`src/rtl/crypto_dispatch_ctrl_pkg.sv`:
```
// Shared opcode encodings and FSM state types for the crypto dispatch controller.
package crypto_ctrl_pkg;

   localparam logic [1:0] OP_AES_ENC = 2'b00;
   localparam logic [1:0] OP_AES_DEC = 2'b01;
   localparam logic [1:0] OP_SHA     = 2'b10;
   localparam logic [1:0] OP_RSVD    = 2'b11;

   typedef enum logic [1:0] {
      IDLE  = 2'd0,
      START = 2'd1,
      BUSY  = 2'd2
   } core_state_t;

   typedef enum logic [1:0] {
      ARB_IDLE = 2'd0,
      ARB_AES  = 2'd1,
      ARB_SHA  = 2'd2
   } arb_state_t;

   typedef enum logic {
      LAST_AES = 1'b0,
      LAST_SHA = 1'b1
   } last_gnt_t;

endpackage

```
`src/rtl/crypto_dispatch_ctrl_if.sv`:
```
// Bundle of queue, core-control and shared-bus signals around the dispatcher.
// master = the dispatcher itself, slave = queue/cores/bus side.
interface crypto_dispatch_if #(
   parameter int ADDRW   = 8,
   parameter int OPCODEW = 2
) ();

   logic               q_valid;
   logic [OPCODEW-1:0] q_opcode;
   logic [ADDRW-1:0]   q_key_addr;
   logic [ADDRW-1:0]   q_text_addr;
   logic               q_ready;

   logic               aes_start;
   logic               aes_decrypt;
   logic [ADDRW-1:0]   aes_key_addr;
   logic [ADDRW-1:0]   aes_text_addr;
   logic               aes_done;

   logic               sha_start;
   logic [ADDRW-1:0]   sha_text_addr;
   logic               sha_done;

   logic               aes_bus_req;
   logic               sha_bus_req;
   logic               aes_bus_gnt;
   logic               sha_bus_gnt;

   logic               aes_busy;
   logic               sha_busy;
   logic               err_opcode;

   modport master (
      input  q_valid, q_opcode, q_key_addr, q_text_addr,
      input  aes_done, sha_done, aes_bus_req, sha_bus_req,
      output q_ready,
      output aes_start, aes_decrypt, aes_key_addr, aes_text_addr,
      output sha_start, sha_text_addr,
      output aes_bus_gnt, sha_bus_gnt,
      output aes_busy, sha_busy, err_opcode
   );

   modport slave (
      output q_valid, q_opcode, q_key_addr, q_text_addr,
      output aes_done, sha_done, aes_bus_req, sha_bus_req,
      input  q_ready,
      input  aes_start, aes_decrypt, aes_key_addr, aes_text_addr,
      input  sha_start, sha_text_addr,
      input  aes_bus_gnt, sha_bus_gnt,
      input  aes_busy, sha_busy, err_opcode
   );

endinterface

```
`src/rtl/crypto_dispatch_ctrl_bus_rr_arbiter.sv`:
```
// Two-requester round-robin arbiter for the shared memory-bus port.
// A grant is held until its request drops, followed by one idle turnaround cycle.
module bus_rr_arbiter
   import crypto_ctrl_pkg::*;
(
   input  logic clk,
   input  logic rst_n,
   input  logic aes_req,
   input  logic sha_req,
   output logic aes_gnt,
   output logic sha_gnt
);

   arb_state_t state;
   last_gnt_t  last_gnt;

   // Arbiter FSM with registered grants; ties go to whoever did not win last.
   always_ff @(posedge clk) begin
      if (!rst_n) begin
         state    <= ARB_IDLE;
         last_gnt <= LAST_SHA;
         aes_gnt  <= 1'b0;
         sha_gnt  <= 1'b0;
      end else begin
         case (state)
            ARB_IDLE: begin
               if (aes_req && (!sha_req || last_gnt == LAST_SHA)) begin
                  state    <= ARB_AES;
                  aes_gnt  <= 1'b1;
                  last_gnt <= LAST_AES;
               end else if (sha_req) begin
                  state    <= ARB_SHA;
                  sha_gnt  <= 1'b1;
                  last_gnt <= LAST_SHA;
               end
            end
            ARB_AES: begin
               if (!aes_req) begin
                  state   <= ARB_IDLE;
                  aes_gnt <= 1'b0;
               end
            end
            ARB_SHA: begin
               if (!sha_req) begin
                  state   <= ARB_IDLE;
                  sha_gnt <= 1'b0;
               end
            end
            default: begin
               state   <= ARB_IDLE;
               aes_gnt <= 1'b0;
               sha_gnt <= 1'b0;
            end
         endcase
      end
   end

endmodule

```
`src/rtl/crypto_dispatch_ctrl.sv`:
```
// In-order dispatcher from the request queue to the AES and SHA cores,
// with per-core start/busy tracking and the shared-bus arbiter.
module crypto_dispatch_ctrl
   import crypto_ctrl_pkg::*;
#(
   parameter int ADDRW   = 8,
   parameter int OPCODEW = 2
) (
   input logic                clk,
   input logic                rst_n,
   crypto_dispatch_if.master  bus
);

   logic             is_aes;
   logic             is_sha;
   logic             is_rsvd;
   logic             target_idle;
   logic             q_ready_int;
   logic             pop_aes;
   logic             pop_sha;
   logic             pop_rsvd;

   core_state_t      aes_state;
   logic             aes_start_r;
   logic             aes_busy_r;
   logic             aes_decrypt_r;
   logic [ADDRW-1:0] aes_key_r;
   logic [ADDRW-1:0] aes_text_r;

   core_state_t      sha_state;
   logic             sha_start_r;
   logic             sha_busy_r;
   logic [ADDRW-1:0] sha_text_r;

   logic             err_r;

   // Decode the head opcode and decide whether it may be popped this cycle.
   always_comb begin
      is_aes      = (bus.q_opcode == OPCODEW'(OP_AES_ENC)) ||
                    (bus.q_opcode == OPCODEW'(OP_AES_DEC));
      is_sha      = (bus.q_opcode == OPCODEW'(OP_SHA));
      is_rsvd     = (bus.q_opcode == OPCODEW'(OP_RSVD));
      target_idle = 1'b1;
      if (is_aes) begin
         target_idle = !aes_busy_r;
      end else if (is_sha) begin
         target_idle = !sha_busy_r;
      end
      q_ready_int = bus.q_valid && rst_n && target_idle;
      pop_aes     = q_ready_int && is_aes;
      pop_sha     = q_ready_int && is_sha;
      pop_rsvd    = q_ready_int && is_rsvd;
   end

   // AES job FSM: latch the job on pop, pulse start once, clear busy on done.
   always_ff @(posedge clk) begin
      if (!rst_n) begin
         aes_state     <= IDLE;
         aes_start_r   <= 1'b0;
         aes_busy_r    <= 1'b0;
         aes_decrypt_r <= 1'b0;
         aes_key_r     <= '0;
         aes_text_r    <= '0;
      end else begin
         aes_start_r <= 1'b0;
         case (aes_state)
            IDLE: begin
               if (pop_aes) begin
                  aes_state     <= START;
                  aes_start_r   <= 1'b1;
                  aes_busy_r    <= 1'b1;
                  aes_decrypt_r <= (bus.q_opcode == OPCODEW'(OP_AES_DEC));
                  aes_key_r     <= bus.q_key_addr;
                  aes_text_r    <= bus.q_text_addr;
               end
            end
            START: begin
               if (bus.aes_done) begin
                  aes_state  <= IDLE;
                  aes_busy_r <= 1'b0;
               end else begin
                  aes_state <= BUSY;
               end
            end
            BUSY: begin
               if (bus.aes_done) begin
                  aes_state  <= IDLE;
                  aes_busy_r <= 1'b0;
               end
            end
            default: begin
               aes_state  <= IDLE;
               aes_busy_r <= 1'b0;
            end
         endcase
      end
   end

   // SHA job FSM: same life cycle as AES, only a message address is latched.
   always_ff @(posedge clk) begin
      if (!rst_n) begin
         sha_state   <= IDLE;
         sha_start_r <= 1'b0;
         sha_busy_r  <= 1'b0;
         sha_text_r  <= '0;
      end else begin
         sha_start_r <= 1'b0;
         case (sha_state)
            IDLE: begin
               if (pop_sha) begin
                  sha_state   <= START;
                  sha_start_r <= 1'b1;
                  sha_busy_r  <= 1'b1;
                  sha_text_r  <= bus.q_text_addr;
               end
            end
            START: begin
               if (bus.sha_done) begin
                  sha_state  <= IDLE;
                  sha_busy_r <= 1'b0;
               end else begin
                  sha_state <= BUSY;
               end
            end
            BUSY: begin
               if (bus.sha_done) begin
                  sha_state  <= IDLE;
                  sha_busy_r <= 1'b0;
               end
            end
            default: begin
               sha_state  <= IDLE;
               sha_busy_r <= 1'b0;
            end
         endcase
      end
   end

   // Reserved opcodes are consumed and flagged for one cycle.
   always_ff @(posedge clk) begin
      if (!rst_n) begin
         err_r <= 1'b0;
      end else begin
         err_r <= pop_rsvd;
      end
   end

   bus_rr_arbiter u_arb (
      .clk     (clk),
      .rst_n   (rst_n),
      .aes_req (bus.aes_bus_req),
      .sha_req (bus.sha_bus_req),
      .aes_gnt (bus.aes_bus_gnt),
      .sha_gnt (bus.sha_bus_gnt)
   );

   assign bus.q_ready       = q_ready_int;
   assign bus.aes_start     = aes_start_r;
   assign bus.aes_decrypt   = aes_decrypt_r;
   assign bus.aes_key_addr  = aes_key_r;
   assign bus.aes_text_addr = aes_text_r;
   assign bus.aes_busy      = aes_busy_r;
   assign bus.sha_start     = sha_start_r;
   assign bus.sha_text_addr = sha_text_r;
   assign bus.sha_busy      = sha_busy_r;
   assign bus.err_opcode    = err_r;

endmodule
```
`src/flat_wrapper.sv`:
```
// flat-port wrapper written by rule: the top's interface ports become plain ports
module crypto_dispatch_ctrl_flat import crypto_ctrl_pkg::*;
#(
   parameter int ADDRW   = 8,
   parameter int OPCODEW = 2
)
  (clk, rst_n, bus_q_valid, bus_q_opcode, bus_q_key_addr, bus_q_text_addr, bus_aes_done, bus_sha_done, bus_aes_bus_req, bus_sha_bus_req, bus_q_ready, bus_aes_start, bus_aes_decrypt, bus_aes_key_addr, bus_aes_text_addr, bus_sha_start, bus_sha_text_addr, bus_aes_bus_gnt, bus_sha_bus_gnt, bus_aes_busy, bus_sha_busy, bus_err_opcode);
  crypto_dispatch_if #(.ADDRW(ADDRW), .OPCODEW(OPCODEW)) bus_i ();
  input logic clk;
  input logic rst_n;
  input wire logic [$bits(bus_i.q_valid)-1:0] bus_q_valid;
  input wire logic [$bits(bus_i.q_opcode)-1:0] bus_q_opcode;
  input wire logic [$bits(bus_i.q_key_addr)-1:0] bus_q_key_addr;
  input wire logic [$bits(bus_i.q_text_addr)-1:0] bus_q_text_addr;
  input wire logic [$bits(bus_i.aes_done)-1:0] bus_aes_done;
  input wire logic [$bits(bus_i.sha_done)-1:0] bus_sha_done;
  input wire logic [$bits(bus_i.aes_bus_req)-1:0] bus_aes_bus_req;
  input wire logic [$bits(bus_i.sha_bus_req)-1:0] bus_sha_bus_req;
  output wire logic [$bits(bus_i.q_ready)-1:0] bus_q_ready;
  output wire logic [$bits(bus_i.aes_start)-1:0] bus_aes_start;
  output wire logic [$bits(bus_i.aes_decrypt)-1:0] bus_aes_decrypt;
  output wire logic [$bits(bus_i.aes_key_addr)-1:0] bus_aes_key_addr;
  output wire logic [$bits(bus_i.aes_text_addr)-1:0] bus_aes_text_addr;
  output wire logic [$bits(bus_i.sha_start)-1:0] bus_sha_start;
  output wire logic [$bits(bus_i.sha_text_addr)-1:0] bus_sha_text_addr;
  output wire logic [$bits(bus_i.aes_bus_gnt)-1:0] bus_aes_bus_gnt;
  output wire logic [$bits(bus_i.sha_bus_gnt)-1:0] bus_sha_bus_gnt;
  output wire logic [$bits(bus_i.aes_busy)-1:0] bus_aes_busy;
  output wire logic [$bits(bus_i.sha_busy)-1:0] bus_sha_busy;
  output wire logic [$bits(bus_i.err_opcode)-1:0] bus_err_opcode;
  assign bus_i.q_valid = bus_q_valid;
  assign bus_i.q_opcode = bus_q_opcode;
  assign bus_i.q_key_addr = bus_q_key_addr;
  assign bus_i.q_text_addr = bus_q_text_addr;
  assign bus_i.aes_done = bus_aes_done;
  assign bus_i.sha_done = bus_sha_done;
  assign bus_i.aes_bus_req = bus_aes_bus_req;
  assign bus_i.sha_bus_req = bus_sha_bus_req;
  assign bus_q_ready = bus_i.q_ready;
  assign bus_aes_start = bus_i.aes_start;
  assign bus_aes_decrypt = bus_i.aes_decrypt;
  assign bus_aes_key_addr = bus_i.aes_key_addr;
  assign bus_aes_text_addr = bus_i.aes_text_addr;
  assign bus_sha_start = bus_i.sha_start;
  assign bus_sha_text_addr = bus_i.sha_text_addr;
  assign bus_aes_bus_gnt = bus_i.aes_bus_gnt;
  assign bus_sha_bus_gnt = bus_i.sha_bus_gnt;
  assign bus_aes_busy = bus_i.aes_busy;
  assign bus_sha_busy = bus_i.sha_busy;
  assign bus_err_opcode = bus_i.err_opcode;
  crypto_dispatch_ctrl #(.ADDRW(ADDRW), .OPCODEW(OPCODEW)) u_core (.clk(clk), .rst_n(rst_n), .bus(bus_i));
endmodule
```
`config.mk`:
```
export PLATFORM = sky130hd
export DESIGN_NAME = crypto_dispatch_ctrl_flat
export DESIGN_NICKNAME = d
export VERILOG_FILES = /design/src/rtl/crypto_dispatch_ctrl_pkg.sv /design/src/rtl/crypto_dispatch_ctrl_if.sv /design/src/rtl/crypto_dispatch_ctrl_bus_rr_arbiter.sv /design/src/rtl/crypto_dispatch_ctrl.sv /design/src/flat_wrapper.sv
export SDC_FILE = /design/constraint.sdc
export NUM_CORES = 1
export LEC_CHECK = 0
export ABC_AREA = 0
export BUFFER_PORTS_ARGS = -buffer_cell sky130_fd_sc_hd__clkbuf_2
export CAP_MARGIN = 20
export CORE_UTILIZATION = 42
export CTS_BUF_LIST = sky130_fd_sc_hd__clkbuf_16
export CTS_CLUSTER_DIAMETER = 150
export DETAILED_ROUTE_END_ITERATION = 7
export GPL_ROUTABILITY_DRIVEN = 1
export PLACE_DENSITY = 0.69
export SLEW_MARGIN = 20
export SYNTH_ARGS = -nofsm -noshare
export SYNTH_HDL_FRONTEND = slang
export SYNTH_SLANG_ARGS = --single-unit
```
`constraint.sdc`:
```
create_clock -name clk -period 1.65 [get_ports clk]
set_clock_uncertainty 0.15 [all_clocks]
set_input_delay 0.165 -clock clk [delete_from_list [all_inputs] [get_ports clk]]
set_output_delay 0.165 -clock clk [all_outputs]
set_load 0.02 [all_outputs]
```
==> impl_metrics.py <==
metrics = {
    "worst_setup_path": {
        "cp_cell_sequence": "inv_1 -> ha_1 -> and4_4 -> mux2i_1 -> nor2b_1",
        "cp.required_ns": 1.67,
        "arrival_ns": 1.55,
        "ff2ff_setup_slack_ns": 0.12,
        "critical_path_class": "reg2reg",
        "max_stage_delay_ns": 0.35,
        "crit_end": "u_core.bus.sha_text_addr[6]$_SDFFE_PN0P_",
        "crit_path_end_kind": "flip-flop",
        "crit_buf_inv": 1,
        "cpLargestDelayFamily": "simple AND/OR/NAND/NOR gates",
        "worstSetupStartpointType": "flip-flop",
        "r2r-end": "u_core.bus.sha_text_addr[6]$_SDFFE_PN0P_",
        "startpoint": "u_core.sha_state[0]$_SDFFE_PN0P_",
        "r2r_cells": 5,
        "crit_slowest_cell": "and4_4",
        "r2r-start": "u_core.sha_state[0]$_SDFFE_PN0P_",
        "cp_max_fo": 9,
        "crit_cells": 5,
    },
    "power": {
        "power_density_nw_per_um2": 1037,
        "seq_power_share_pct": 42.0,
        "p_sw_mw": 0.5682,
        "p_clk_share_pct": 45.7,
        "power_frac_comb_pct": 12.3,
        "internal-power_mw": 1.826,
        "p_total_mw": 2.394,
        "p_leak_nw": 1.015,
        "swShare_pct": 23.74,
        "vdd_drop_max_mv": 0.6139,
    },
    "cells_and_area": {
        "area_growth_pct": 37.51,
        "n_antenna_cell": 0,
        "regArea_um2": 780.7,
        "nNetsFinal": 289,
        "fillCellCount": 349,
        "multi_input_comb_area_um2": 782.0,
        "drive_above_1_share_pct": 29.34,
    },
    "floorplanning": {
        "die_h_um": 65.21,
        "coreArea_um2": 3744,
        "io_pins": 58,
        "die-area_um2": 4252,
        "die_w_um": 65.21,
        "initial_utilization_pct": 44.82,
        "rows": 22,
    },
    "clock_network": {
        "clockBufferDepth": 2,
        "tritoncts": "yes",
        "cts-root-buf": "clkbuf_16",
        "numCtsBuffers": 5,
        "htree_levels": 2,
        "clk_latency_ns": 0.28,
        "cts_num_sinks": 39,
        "post_cts_buffers": 0,
        "clk_transition_reported_paths_ns": 0.06,
    },
    "sta": {
        "min_period_ns": 1.532,
        "period_share_pct": 92.83,
        "setup_viol": 0,
        "finalHoldViolCount": 0,
        "max_freq_ghz": 0.6529,
        "setup_tns_ns": 0,
        "rsz0062_at_grt": "no",
        "maxSlewViolCount": 0,
        "max-slew-margin-rel_pct": 77.55,
        "worst_pin_slew_ns": 0.3356,
    },
    "synthesis": {
        "yosysWarnings": 0,
        "yosysSeqAreaShare_pct": 46.53,
        "syn_inst": 183,
        "yosys_register_bits": 39,
        "ys.flop_type": "dfxtp_1",
        "synth_edf_count": 0,
        "synthArstFlopShare_pct": 0,
        "syn_area_um2": 1678,
        "ys_types": 34,
        "avgSynthCellArea_um2": 9.169,
        "synth_nets": 214,
    },
    "drt": {
        "ant_nets": 0,
        "drt-pass1-iter-count": 4,
        "dr_total_vias": 1506,
        "drt-initial-drc-count": 64,
        "wl_per_cell_um": 12.25,
        "vias_per_cell": 4.906,
        "remaining_drc_errors": 0,
        "drt-total-wl_mm": 3.762,
    },
    "grt": {
        "grt_max_degree": 19,
        "grt_pass1_vias": 1349,
        "grt_overflow_total": 0,
        "grtUsageTotal_pct": 19.05,
        "antenna_found_initial": 0,
        "grt_first_pass_wirelength_mm": 6.154,
    },
    "min_path": {
        "hold_path.class": "in2reg",
    },
    "status": {
        "outcome": "finished clean",
    },
    "job": {
        "drv_cap": 0,
    },
    "placement": {
        "place_hpwl_mm": 2.684,
        "gp_congestion": 0.8245,
        "numPortBuffers": 57,
    },
}
==> final cells by class <==
cell class                      count  area share, %
Tap cell                           48          2.603
Timing Repair Buffer               78          20.72
Clock inverter                      3          1.898
Sequential cell                    39          33.84
Inverter                           10          1.627
Multi-Input combinational cell    124          33.89
Clock buffer                        5          5.423
==> through the flow <==
stage	instance area (um^2)	hold WS [ns]	setup slack, ns	util (%)	instances
2_1_floorplan	1678	0.1614	0.1788	-	183
3_3_place_gp	1998	0.2556	0.1574	53.38	285
3_5_place_dp	1998	0.2632	0.1322	53.38	285
4_1_cts	2307	0.002003	0.1143	61.63	307
5_1_grt	2307	0.03130	0.01186	61.63	307
6_report	2307	0.0001833	0.1183	61.63	307
==> power by group through the flow <==
stage,Clock (mW),Combinational (mW),Sequential [mW]
global route,1.14,0.323,1.01
floorplan,0,0.138,1.06
global placement,0,0.265,1.02
detailed placement,0,0.269,1.03
CTS,1.10,0.296,1.01
finish,1.09,0.294,1.01
==> worst register-to-register path: cells and delay by family (launching register included) <==
kind	cells	cell delay (ns)
AND/OR/NAND/NOR	2	0.42
adder cells (fa/ha/maj)	1	0.22
multiplexers	1	0.23
buffers and inverters	1	0.08
flip-flops	1	0.32
==> timing repair <==
item | CTS | global route
hold buffers | 14 | 0
gates resized for setup | 0 | 0
hold endpoints to repair | 16 | 0
endpoints found under the setup margin | 0 | 0
==> cell families (layout without fill, tap and decap cells) <==
family                     after synthesis  count (layout)  share of synthesized area [%]
and+or+nand+nor                         71              71                          21.78
AOI/OAI and AO/OA                       39              39                          15.59
DFF                                     39              39                          46.53
buffers and inverters                   20              96                          6.860
muxes                                    8               8                          4.773
adders and majority gates                6               6                          4.474
==> metal layers <==
metal	wire length (um)	share of wire, %	global-route usage [%]
met1	1767	47	24.40
met2	1735	46	29.90
met3	196	5.2	5.208
met4	63	1.7	8.152
met5	0	0	0
==> worst min path at each step <==
stage,from,to,slack [ns],cells after the start
finish,bus_q_text_addr[2],u_core.bus.aes_text_addr[2]$_SDFFE_PN0P_,0.0002,3
global route,bus_q_text_addr[3],u_core.bus.aes_text_addr[3]$_SDFFE_PN0P_,0.03,3
CTS,bus_q_text_addr[2],u_core.bus.aes_text_addr[2]$_SDFFE_PN0P_,0.002,3
detailed placement,bus_q_key_addr[7],u_core.bus.aes_key_addr[7]$_SDFFE_PN0P_,0.26,3
global placement,bus_q_key_addr[7],u_core.bus.aes_key_addr[7]$_SDFFE_PN0P_,0.26,3
floorplan,bus_q_key_addr[7],u_core.bus.aes_key_addr[7]$_SDFFE_PN0P_,0.16,2
==> Yosys cell counts, types with 2 or more instances <==
master | number | area (um^2)
inv_1 | 10 | 37.54
clkbuf_1 | 4 | 15.01
a21boi_0 | 10 | 75.07
nand3_1 | 21 | 105.1
o21ai_0 | 4 | 20.02
dfxtp_1 | 39 | 780.8
nand2b_1 | 4 | 25.02
buf_4 | 2 | 15.01
mux2i_1 | 8 | 80.08
nand2_1 | 21 | 78.83
a21oi_1 | 10 | 50.05
nor2b_1 | 10 | 62.56
a21boi_1 | 6 | 45.04
buf_6 | 2 | 22.52
ha_1 | 6 | 75.07
nor2_1 | 8 | 30.03
==> cells in the final DEF, fill, tap and decap left out, drive strengths merged <==
master,count
clkbuf,62
dfxtp,39
nand2,22
nand3,21
a21boi,16
dlygate4sd3,14
inv,10
a21oi,10
nor2b,10
mux2i,8
nor2,8
buf,7
ha,6
nand2b,4
o21ai,4
and4,2
clkinv,2
a31oi,1
and4bb,1
nor3b,1
a21o,1
o311a,1
a211oi,1
a22oi,1
a2bb2oi,1
o211ai,1
and2,1
and3,1
o21ba,1
o22ai,1
bufinv,1
==> sequential cells by signal, indices dropped and copies added (netlist names) <==
signal and flops:
u_core.bus.aes_text_addr 8, u_core.sha_state 2, u_core.aes_state 2, u_core.bus.aes_decrypt 1
u_core.bus.sha_busy 1, u_core.bus.sha_start 1, u_core.bus.err_opcode 1, u_core.u_arb.aes_gnt 1
u_core.bus.aes_key_addr 8, u_core.bus.aes_start 1, u_core.u_arb.state 2, u_core.u_arb.last_gnt 1
u_core.u_arb.sha_gnt 1, u_core.bus.sha_text_addr 8, u_core.bus.aes_busy 1
No activity file was read; power rests on OpenSTA's default activity.
